**src/rtl/riscv_pkg.sv**
```systemverilog
// ---------------------------------------------------------------------------
// riscv_pkg
// Shared types and constants for the execute stage of the pipeline.
//   ex_ctrl_t  : 15-bit control bundle carried in the ID/EX slot
//   mem_ctrl_t : 4-bit control subset forwarded into EX/MEM
//   alu_op_e   : ALU operation codes carried in ex_ctrl_t.alu_control
//   F3_*       : branch condition encodings carried in ex_ctrl_t.funct3
//   toMemCtrl  : extracts the EX/MEM control subset from an ex_ctrl_t
// ---------------------------------------------------------------------------
package riscv_pkg;

  typedef struct packed {
    logic       regwrite;
    logic [1:0] result_src;
    logic       memwrite;
    logic       jump;
    logic       jalr;
    logic       branch;
    logic [2:0] funct3;
    logic [3:0] alu_control;
    logic       alu_src;
  } ex_ctrl_t;

  typedef struct packed {
    logic       regwrite;
    logic [1:0] result_src;
    logic       memwrite;
  } mem_ctrl_t;

  typedef enum logic [3:0] {
    ALU_ADD    = 4'd0,
    ALU_SUB    = 4'd1,
    ALU_AND    = 4'd2,
    ALU_OR     = 4'd3,
    ALU_XOR    = 4'd4,
    ALU_SLT    = 4'd5,
    ALU_SLTU   = 4'd6,
    ALU_SLL    = 4'd7,
    ALU_SRL    = 4'd8,
    ALU_SRA    = 4'd9,
    ALU_PASS_B = 4'd10
  } alu_op_e;

  localparam logic [2:0] F3_BEQ  = 3'b000;
  localparam logic [2:0] F3_BNE  = 3'b001;
  localparam logic [2:0] F3_BLT  = 3'b100;
  localparam logic [2:0] F3_BGE  = 3'b101;
  localparam logic [2:0] F3_BLTU = 3'b110;
  localparam logic [2:0] F3_BGEU = 3'b111;

  // Only the fields the memory and writeback stages consume survive past EX.
  function automatic mem_ctrl_t toMemCtrl(input ex_ctrl_t ctrl);
    mem_ctrl_t m;
    m.regwrite   = ctrl.regwrite;
    m.result_src = ctrl.result_src;
    m.memwrite   = ctrl.memwrite;
    return m;
  endfunction

endpackage

```
**src/rtl/ex_alu.sv**
```systemverilog
// ---------------------------------------------------------------------------
// ex_alu
// Purely combinational 32-bit ALU used by the execute stage.
//   i_a      : operand A
//   i_b      : operand B (shift amount taken from i_b[4:0])
//   i_op     : operation code (riscv_pkg::alu_op_e values)
//   o_result : result; unassigned opcodes 11..15 give zero
// ---------------------------------------------------------------------------
module ex_alu
  import riscv_pkg::*;
(
  input  logic [31:0] i_a,
  input  logic [31:0] i_b,
  input  logic [3:0]  i_op,
  output logic [31:0] o_result
);

  logic [4:0] w_shamt;

  assign w_shamt = i_b[4:0];

  // One result per opcode. Add and subtract simply wrap at 32 bits, and the
  // two compare ops produce a 0/1 value in bit 0. Anything outside the
  // defined opcode range falls through to zero so garbage control never
  // leaks a stale value into EX/MEM.
  always_comb begin
    o_result = 32'd0;
    case (i_op)
      ALU_ADD:    o_result = i_a + i_b;
      ALU_SUB:    o_result = i_a - i_b;
      ALU_AND:    o_result = i_a & i_b;
      ALU_OR:     o_result = i_a | i_b;
      ALU_XOR:    o_result = i_a ^ i_b;
      ALU_SLT:    o_result = {31'd0, $signed(i_a) < $signed(i_b)};
      ALU_SLTU:   o_result = {31'd0, i_a < i_b};
      ALU_SLL:    o_result = i_a << w_shamt;
      ALU_SRL:    o_result = i_a >> w_shamt;
      ALU_SRA:    o_result = $unsigned($signed(i_a) >>> w_shamt);
      ALU_PASS_B: o_result = i_b;
      default:    o_result = 32'd0;
    endcase
  end

endmodule

```
**src/rtl/ex_stage.sv**
```systemverilog
// ---------------------------------------------------------------------------
// ex_stage
// Execute stage: operand forwarding, ALU, branch/jump resolution, post-
// redirect squashing and the EX/MEM pipeline register.
// Optional feature macro: EX_FORWARD_EN (enables MEM/WB operand forwarding;
// when undefined the forwarding ports are ignored).
//   clk, reset        : clock (rising edge) and async active-high reset
//   stall             : freezes EX/MEM and the squash counter
//   id_valid, id_ctrl : ID/EX slot valid flag and control bundle
//   id_pc, id_pc_plus_4, id_rs1_data, id_rs2_data, id_imm : slot data
//   id_rs1, id_rs2, id_rd : register indices
//   mem_fwd_rd/data, wb_fwd_rd/data : forwarding sources (rd 0 = none)
//   pc_src, pc_branch_dest : combinational fetch redirect and its target
//   ex_mem_*          : registered EX/MEM outputs
// ---------------------------------------------------------------------------
module ex_stage
  import riscv_pkg::*;
#(
  parameter int SQUASH_DEPTH = 2
) (
  input  logic        clk,
  input  logic        reset,
  input  logic        stall,
  input  logic        id_valid,
  input  ex_ctrl_t    id_ctrl,
  input  logic [31:0] id_pc,
  input  logic [31:0] id_pc_plus_4,
  input  logic [31:0] id_rs1_data,
  input  logic [31:0] id_rs2_data,
  input  logic [31:0] id_imm,
  input  logic [4:0]  id_rs1,
  input  logic [4:0]  id_rs2,
  input  logic [4:0]  id_rd,
  input  logic [4:0]  mem_fwd_rd,
  input  logic [31:0] mem_fwd_data,
  input  logic [4:0]  wb_fwd_rd,
  input  logic [31:0] wb_fwd_data,
  output logic        pc_src,
  output logic [31:0] pc_branch_dest,
  output logic        ex_mem_valid,
  output mem_ctrl_t   ex_mem_ctrl,
  output logic [31:0] ex_mem_alu_result,
  output logic [31:0] ex_mem_write_data,
  output logic [4:0]  ex_mem_rd,
  output logic [31:0] ex_mem_pc_plus_4
);

  localparam logic [1:0] SQUASH_LOAD = 2'(SQUASH_DEPTH);

  logic [1:0]  r_squashCnt;
  logic        w_live;
  logic        w_taken;
  logic [31:0] w_rs1Fwd;
  logic [31:0] w_rs2Fwd;
  logic [31:0] w_opB;
  logic [31:0] w_aluResult;

`ifdef EX_FORWARD_EN
  // Pick the freshest copy of each source register. MEM holds a younger
  // result than WB, so it wins when both target the same register; x0 is
  // never forwarded because it is hardwired to zero.
  always_comb begin
    w_rs1Fwd = id_rs1_data;
    w_rs2Fwd = id_rs2_data;
    if (id_rs1 != 5'd0 && id_rs1 == mem_fwd_rd)
      w_rs1Fwd = mem_fwd_data;
    else if (id_rs1 != 5'd0 && id_rs1 == wb_fwd_rd)
      w_rs1Fwd = wb_fwd_data;
    if (id_rs2 != 5'd0 && id_rs2 == mem_fwd_rd)
      w_rs2Fwd = mem_fwd_data;
    else if (id_rs2 != 5'd0 && id_rs2 == wb_fwd_rd)
      w_rs2Fwd = wb_fwd_data;
  end
`else
  // Without forwarding the register file values are used as-is; the
  // forwarding inputs are folded into a sink so they stay connected.
  logic w_unusedFwd;
  assign w_rs1Fwd    = id_rs1_data;
  assign w_rs2Fwd    = id_rs2_data;
  assign w_unusedFwd = ^{id_rs1, id_rs2, mem_fwd_rd, mem_fwd_data,
                         wb_fwd_rd, wb_fwd_data};
`endif

  // A slot only counts while no redirect shadow is pending.
  assign w_live = id_valid && (r_squashCnt == 2'd0);
  assign w_opB  = id_ctrl.alu_src ? id_imm : w_rs2Fwd;

  ex_alu u_alu (
    .i_a      (w_rs1Fwd),
    .i_b      (w_opB),
    .i_op     (id_ctrl.alu_control),
    .o_result (w_aluResult)
  );

  // Branch comparator works on the forwarded register operands, never on
  // the immediate, so it is independent of alu_src. The two reserved
  // funct3 codes fall to the default and never branch.
  always_comb begin
    w_taken = 1'b0;
    case (id_ctrl.funct3)
      F3_BEQ:  w_taken = (w_rs1Fwd == w_rs2Fwd);
      F3_BNE:  w_taken = (w_rs1Fwd != w_rs2Fwd);
      F3_BLT:  w_taken = ($signed(w_rs1Fwd) <  $signed(w_rs2Fwd));
      F3_BGE:  w_taken = ($signed(w_rs1Fwd) >= $signed(w_rs2Fwd));
      F3_BLTU: w_taken = (w_rs1Fwd <  w_rs2Fwd);
      F3_BGEU: w_taken = (w_rs1Fwd >= w_rs2Fwd);
      default: w_taken = 1'b0;
    endcase
  end

  // A stalled redirect is held back so it fires exactly once, on the cycle
  // the instruction actually leaves EX. JALR clears bit 0 of its target.
  assign pc_src         = w_live && !stall &&
                          (id_ctrl.jump || (id_ctrl.branch && w_taken));
  assign pc_branch_dest = id_ctrl.jalr ? ((w_rs1Fwd + id_imm) & ~32'd1)
                                       : (id_pc + id_imm);

  // EX/MEM register and squash counter. A redirect loads the counter so the
  // next SQUASH_DEPTH slots, already fetched down the wrong path, enter
  // EX/MEM as bubbles with their control zeroed. Stall freezes everything,
  // and reset drops any squash in progress.
  always_ff @(posedge clk or posedge reset) begin
    if (reset) begin
      r_squashCnt       <= 2'd0;
      ex_mem_valid      <= 1'b0;
      ex_mem_ctrl       <= '0;
      ex_mem_alu_result <= 32'd0;
      ex_mem_write_data <= 32'd0;
      ex_mem_rd         <= 5'd0;
      ex_mem_pc_plus_4  <= 32'd0;
    end else if (!stall) begin
      if (pc_src)
        r_squashCnt <= SQUASH_LOAD;
      else if (r_squashCnt != 2'd0)
        r_squashCnt <= r_squashCnt - 2'd1;
      ex_mem_valid      <= w_live;
      ex_mem_ctrl       <= w_live ? toMemCtrl(id_ctrl) : '0;
      ex_mem_alu_result <= w_aluResult;
      ex_mem_write_data <= w_rs2Fwd;
      ex_mem_rd         <= id_rd;
      ex_mem_pc_plus_4  <= id_pc_plus_4;
    end
  end

endmodule

```
**config.mk**
```make
export PLATFORM = sky130hd
export DESIGN_NAME = ex_stage
export DESIGN_NICKNAME = d
export VERILOG_FILES = /design/src/rtl/riscv_pkg.sv /design/src/rtl/ex_alu.sv /design/src/rtl/ex_stage.sv
export SDC_FILE = /design/constraint.sdc
export NUM_CORES = 1
export LEC_CHECK = 0
export CORE_UTILIZATION = 30
export DETAILED_ROUTE_END_ITERATION = 6
export PLACE_DENSITY = 0.52
export SYNTH_ARGS = -nofsm -noshare
export SYNTH_HDL_FRONTEND = slang
export SYNTH_SLANG_ARGS = --single-unit
export TNS_END_PERCENT = 50
```
**constraint.sdc**
```tcl
create_clock -name clk -period 3 [get_ports clk]
set_input_delay 0.3 -clock clk [delete_from_list [all_inputs] [get_ports clk]]
set_output_delay 0.3 -clock clk [all_outputs]
set_load 0.01 [all_outputs]
```
==> results.md <==
- The share of the synthesized area in the top cell type is roughly 16%.
- At the end of routability-driven placement, the weighted congestion stood at approximately 1.
- In this run the remaining antenna-violating nets after routing total 0.
- The share of the synthesized area in compound gates (AO/OA/AOI/OAI) is 29.3%.
- After layout, the minimum clock period comes to 3.38 ns.
- Of all nets on the critical path, the largest fanout is 3.
- Ranked by total cell area, the synthesized netlist is headed by sky130_fd_sc_hd__dfrtp_1, sky130_fd_sc_hd__ha_1, sky130_fd_sc_hd__mux2i_1.
- Based on the critical path, the design can be clocked at up to around 300 MHz.
- The clock insertion delay at the later pin of the skew report is 0.40 ns.
- Data on the critical path is required at its endpoint by 3.30 ns.
- The share of async-settable or async-resettable flops after synthesis is 100%.
- Counting flops with a built-in enable in the synthesized netlist gives 0.
- The minimum setup slack in the final design is -0.383 ns.
- The number of violations reported at the end of detailed-routing iteration 0 is 1921.
- The cell with the largest stage delay on the worst path is sky130_fd_sc_hd__or4_4.
- The share of layout cells above drive strength 1 is 41.1%.
- The multi-input combinational cells in the finished layout cover a total of 16000 um^2.
- Global routing finished with a remaining overflow of 0.
- The full die area is about 58000 um^2.
- Max-cap violations in this run came to 0.
- The post-synthesis instance total is 2296.
- After floorplanning, the core was divided into 87 placement rows.
- The net count of the finished layout is roughly 3800.
- The count of endpoints failing hold in the final timing report is 0.
- The arrival time reported for the critical path endpoint is 3.68 ns.
- The pre-antenna-repair detailed-routing pass consisted of 5 iterations.
- The worst register-to-register path ends at ex_mem_alu_result[27].
- The filler cells instantiated in the layout total 5293.
- The largest net degree at the start of global routing is 65.
- The areal power density over the cells is 315 nW/um^2.
- The synthesized design contains 108 register bits.
- For this design, the CTS-stage hold fixing added 0 buffers.
- The worst path uses 113% of the clock period.
- Clock tree synthesis inserted a total of 9 buffers.
- The via count of the first global-routing pass is 22491.
- The flow ran to the end, but the final reports show violations.
- The leakage dissipation is between 10 and 15 nW.
- For this run, design rule violations remaining after detail routing come to 0.
- Summing all flip-flop and latch instances after layout gives 2700 um^2.
- The setup slack on the worst flop-to-flop path is 1.28 ns.
- The number of I/O port buffers is 322.
- The number of antenna violations at the first check in global routing came to 2.
- The die outline height is 242 um.
- The count of H-tree levels built during CTS is 3.
- The arithmetic-cell share of the synthesized area counting full adders, half adders and majority gates is 14.5%.
- The global-route wire length before repair is 143000 um.
- The area growth from synthesis to layout is 76.4%.
- The initial utilization of the core area, before any placement, comes to 30.5%.
- For the final routed database, the setup TNS stands at -5.60 ns.
- The critical path's top delay family is compound AO/OA/AOI/OAI gates.
- For this design the top-level I/O count stands at between 400 and 500.
- The detailed-route wire length per cell is around 24 um.
- The total of endpoints with negative setup slack in the final report is 27.
- The critical path capture point is ex_mem_alu_result[16].
- After Yosys synthesis, and, or, nand and nor cells account for 17.4% of the synthesized area.
- Setup repair after global routing could not meet its margin everywhere.
- The core area is 56500 um^2.
- Tracing the worst setup path back leads to its startpoint at id_imm[1].
- Headroom to the max-slew limit came out at 17.9%.
- The share of synthesized area spent on multiplexers is 13.5%.
- Clock-pin slew was measured on the worst setup and hold paths at roughly 0.1 ns.
- During synthesis, Yosys emitted a total of 0 warnings.
- The number of placed instances, taps included, is about 4000.
- On the worst path, the slowest cell contributes a delay of 0.42 ns.
- By area, the combinational part of the netlist is dominated by compound AO/OA/AOI/OAI gates.
- Each instance of the synthesized netlist takes up on average about 7.5 um^2.
- Walking the worst path, the cells encountered are buf_8, buf_6, mux2i_4, buf_6, inv_6, fa_2, o21ba_4, or4_4, a311oi_2, buf_4, o21ai_4, nor3_2, a211oi_2, a221o_1, a221oi_2, buf_4, o21ai_2.
- The setup clock skew after layout is 0.00797 ns.
- TritonCTS built the clock tree.
- The max-slew violation count is 0.
- The final HPWL from detailed placement is 77700 um.
- The post-synthesis sequential area ratio is 15.7%.
- The overall fraction of global-route tracks in use is around 32%.
- In this run the number of cells on the critical path is 17.
- The worst setup path is launched from an input pin.
- The die extent in x is 242 um.
- The worst ir drop on vdd is around 0.32 mV.
- The number of buffers and inverters on the critical path is 6.
- The synthesized design spends more area on one cell type than any other, namely sky130_fd_sc_hd__dfrtp_1.
- The post-detailed-route via-to-cell ratio is 5.51.
- The worst-case reg-to-reg path depth is 5.
- The critical path in this run is classified as input pin to flop.
- In this run the clock root is driven by a sky130_fd_sc_hd__clkbuf_16.
- The most used flip-flop cell after synthesis is sky130_fd_sc_hd__dfrtp_1.
- The number of standard cells in the layout, taps in and fillers out is 4100.
- The cell area that synthesis handed to floorplanning was approximately 17000 um^2.
- When the netlist entered floorplanning its net count stood at 2761.
- Summed over all layers, the routed wires come to 97700 um.
- STA classifies the critical path endpoint as a flop.
- The parity-gate share of the synthesized area counting xor and xnor cells is 3.26%.
- The tree built by TritonCTS fans out to 108 sinks.
- At the pin with the least slew margin, the transition time is 1.23 ns.
- The worst hold path belongs to the class input pin to flop.
- The largest buffer count on any clock path is 2.
- The number of different library cells used by synthesis comes to 78.
- The routed layout has 22592 vias.
- The startpoint identified for the worst register-to-register timing path is ex_mem_alu_result[27].
- The checks that failed: setup timing.
## flip-flops by register name, indices dropped and copies added (netlist names)
register,flops
ex_mem_alu_result,32
ex_mem_ctrl,4
ex_mem_rd,5
ex_mem_valid,1
ex_mem_pc_plus_4,32
r_squashCnt,2
ex_mem_write_data,32
## layout make-up
cell class,instances,share of cell area [%]
inverters,143,1.82
flip-flops and latches,108,8.90
multi-input cells,1914,52.8
well taps,756,3.11
clock inverters,7,0.293
clock buffers,9,0.742
repair buffers,1162,32.4
diodes,1,0.00824
## worst min-delay path by stage
| stage | start | endpoint | slack [ns] | depth (start not counted) |
|---|---|---|---|---|
| finish | id_rs2_data[8] | ex_mem_write_data[8] | 0.22 | 3 |
| global route | id_rs2_data[8] | ex_mem_write_data[8] | 0.23 | 3 |
| CTS | id_rs2_data[1] | ex_mem_write_data[1] | 0.19 | 3 |
| detailed placement | ex_mem_ctrl[0] | ex_mem_ctrl[0] | 0.47 | 2 |
| global placement | ex_mem_ctrl[0] | ex_mem_ctrl[0] | 0.47 | 2 |
| floorplan | id_valid | ex_mem_ctrl[0] | 0.45 | 2 |
## power breakdown
group	internal, mW	leakage (nW)	switching [mW]
clock	0.608	0.153	0.759
combinational	3.16	12.2	3.28
sequential	1.63	1.34	0.117
total	5.40	13.7	4.16
## metal layers
metal,part of all wire (%),global-route usage [%],vias to the layer above
met1,43,42.1,11051
li1,-,-,10550
met3,5.4,3.84,151
met4,4.5,13.4,2
met5,0.011,0,-
met2,47,53.4,838
## synthesized netlist by cell type (all sizes together), types with 8 or more instances
cell type and instances:
o21a 19, dfrtp 108, a211oi 29, o221ai 11, nor2b 28, mux2i 116, o21bai 21, a22oi 19
nand2b 25, or3 18, a221oi 14, nand4 12, nor2 178, o31ai 10, o21ai 234, xnor2 28
a2111oi 16, o22ai 34, inv 141, clkbuf 83, a31oi 24, mux2 45, buf 48, mux4 28
a21o 43, a211o 9, o2111ai 8, nor3 42, nor4 16, nand3 48, a221o 13, a21oi 204
o211ai 34, ha 193, a32oi 8, xor2 36, nand2 252, and3 13
## worst register-to-register path, stage by stage, from the launching register on
cell	delay, ns
sky130_fd_sc_hd__dfrtp_1	0.40
sky130_fd_sc_hd__nand2_1	0.15
sky130_fd_sc_hd__o211ai_1	0.25
sky130_fd_sc_hd__o31a_1	0.44
sky130_fd_sc_hd__nor4_2	0.27
sky130_fd_sc_hd__a221oi_1	0.07
## per-stage QoR
step                      utilization [%]  setup WS, ns  hold slack [ns]  power, mW  area (um^2)
after floorplan                         -        -0.740            0.447       4.34        17500
after CTS                            51.5        -0.448            0.195       9.16        29100
after global placement               47.5         -2.03            0.469       7.29        26800
after detailed placement             47.5         -1.55            0.472       7.33        26800
after global routing                 53.8        -0.483            0.227       10.1        30400
final                                53.8        -0.383            0.216       9.55        30400
## repair_timing
action / CTS / global route
pin swaps: 178 / 119
endpoints found under the setup margin: 64 / 56
gates resized for setup: 659 / 257
setup buffers: 53 / 38
## kinds of logic (layout without fill, tap and decap cells)
logic type	after synthesis	count (layout)
XOR/XNOR	64	64
AO/OA/AOI/OAI	802	802
flip-flops	108	108
adder cells (fa/ha/maj)	197	197
multiplexers	189	189
AND/OR/NAND/NOR	662	662
buffers and inverters	274	1321
other	0	1
## placed cells by master (no fill, tap or decap), drive strengths merged, types with 36 or more instances in the layout
| master | synthesis | routed |
|---|---|---|
| buf | 48 | 896 |
| nand2 | 252 | 252 |
| o21ai | 234 | 234 |
| a21oi | 204 | 204 |
| clkdlybuf4s50 | 0 | 203 |
| ha | 193 | 193 |
| nor2 | 178 | 178 |
| inv | 141 | 144 |
| mux2i | 116 | 116 |
| dfrtp | 108 | 108 |
| nand3 | 48 | 48 |
| mux2 | 45 | 45 |
| a21o | 43 | 43 |
| nor3 | 42 | 42 |
| xor2 | 36 | 36 |
Power figures use the tool's default switching activity.
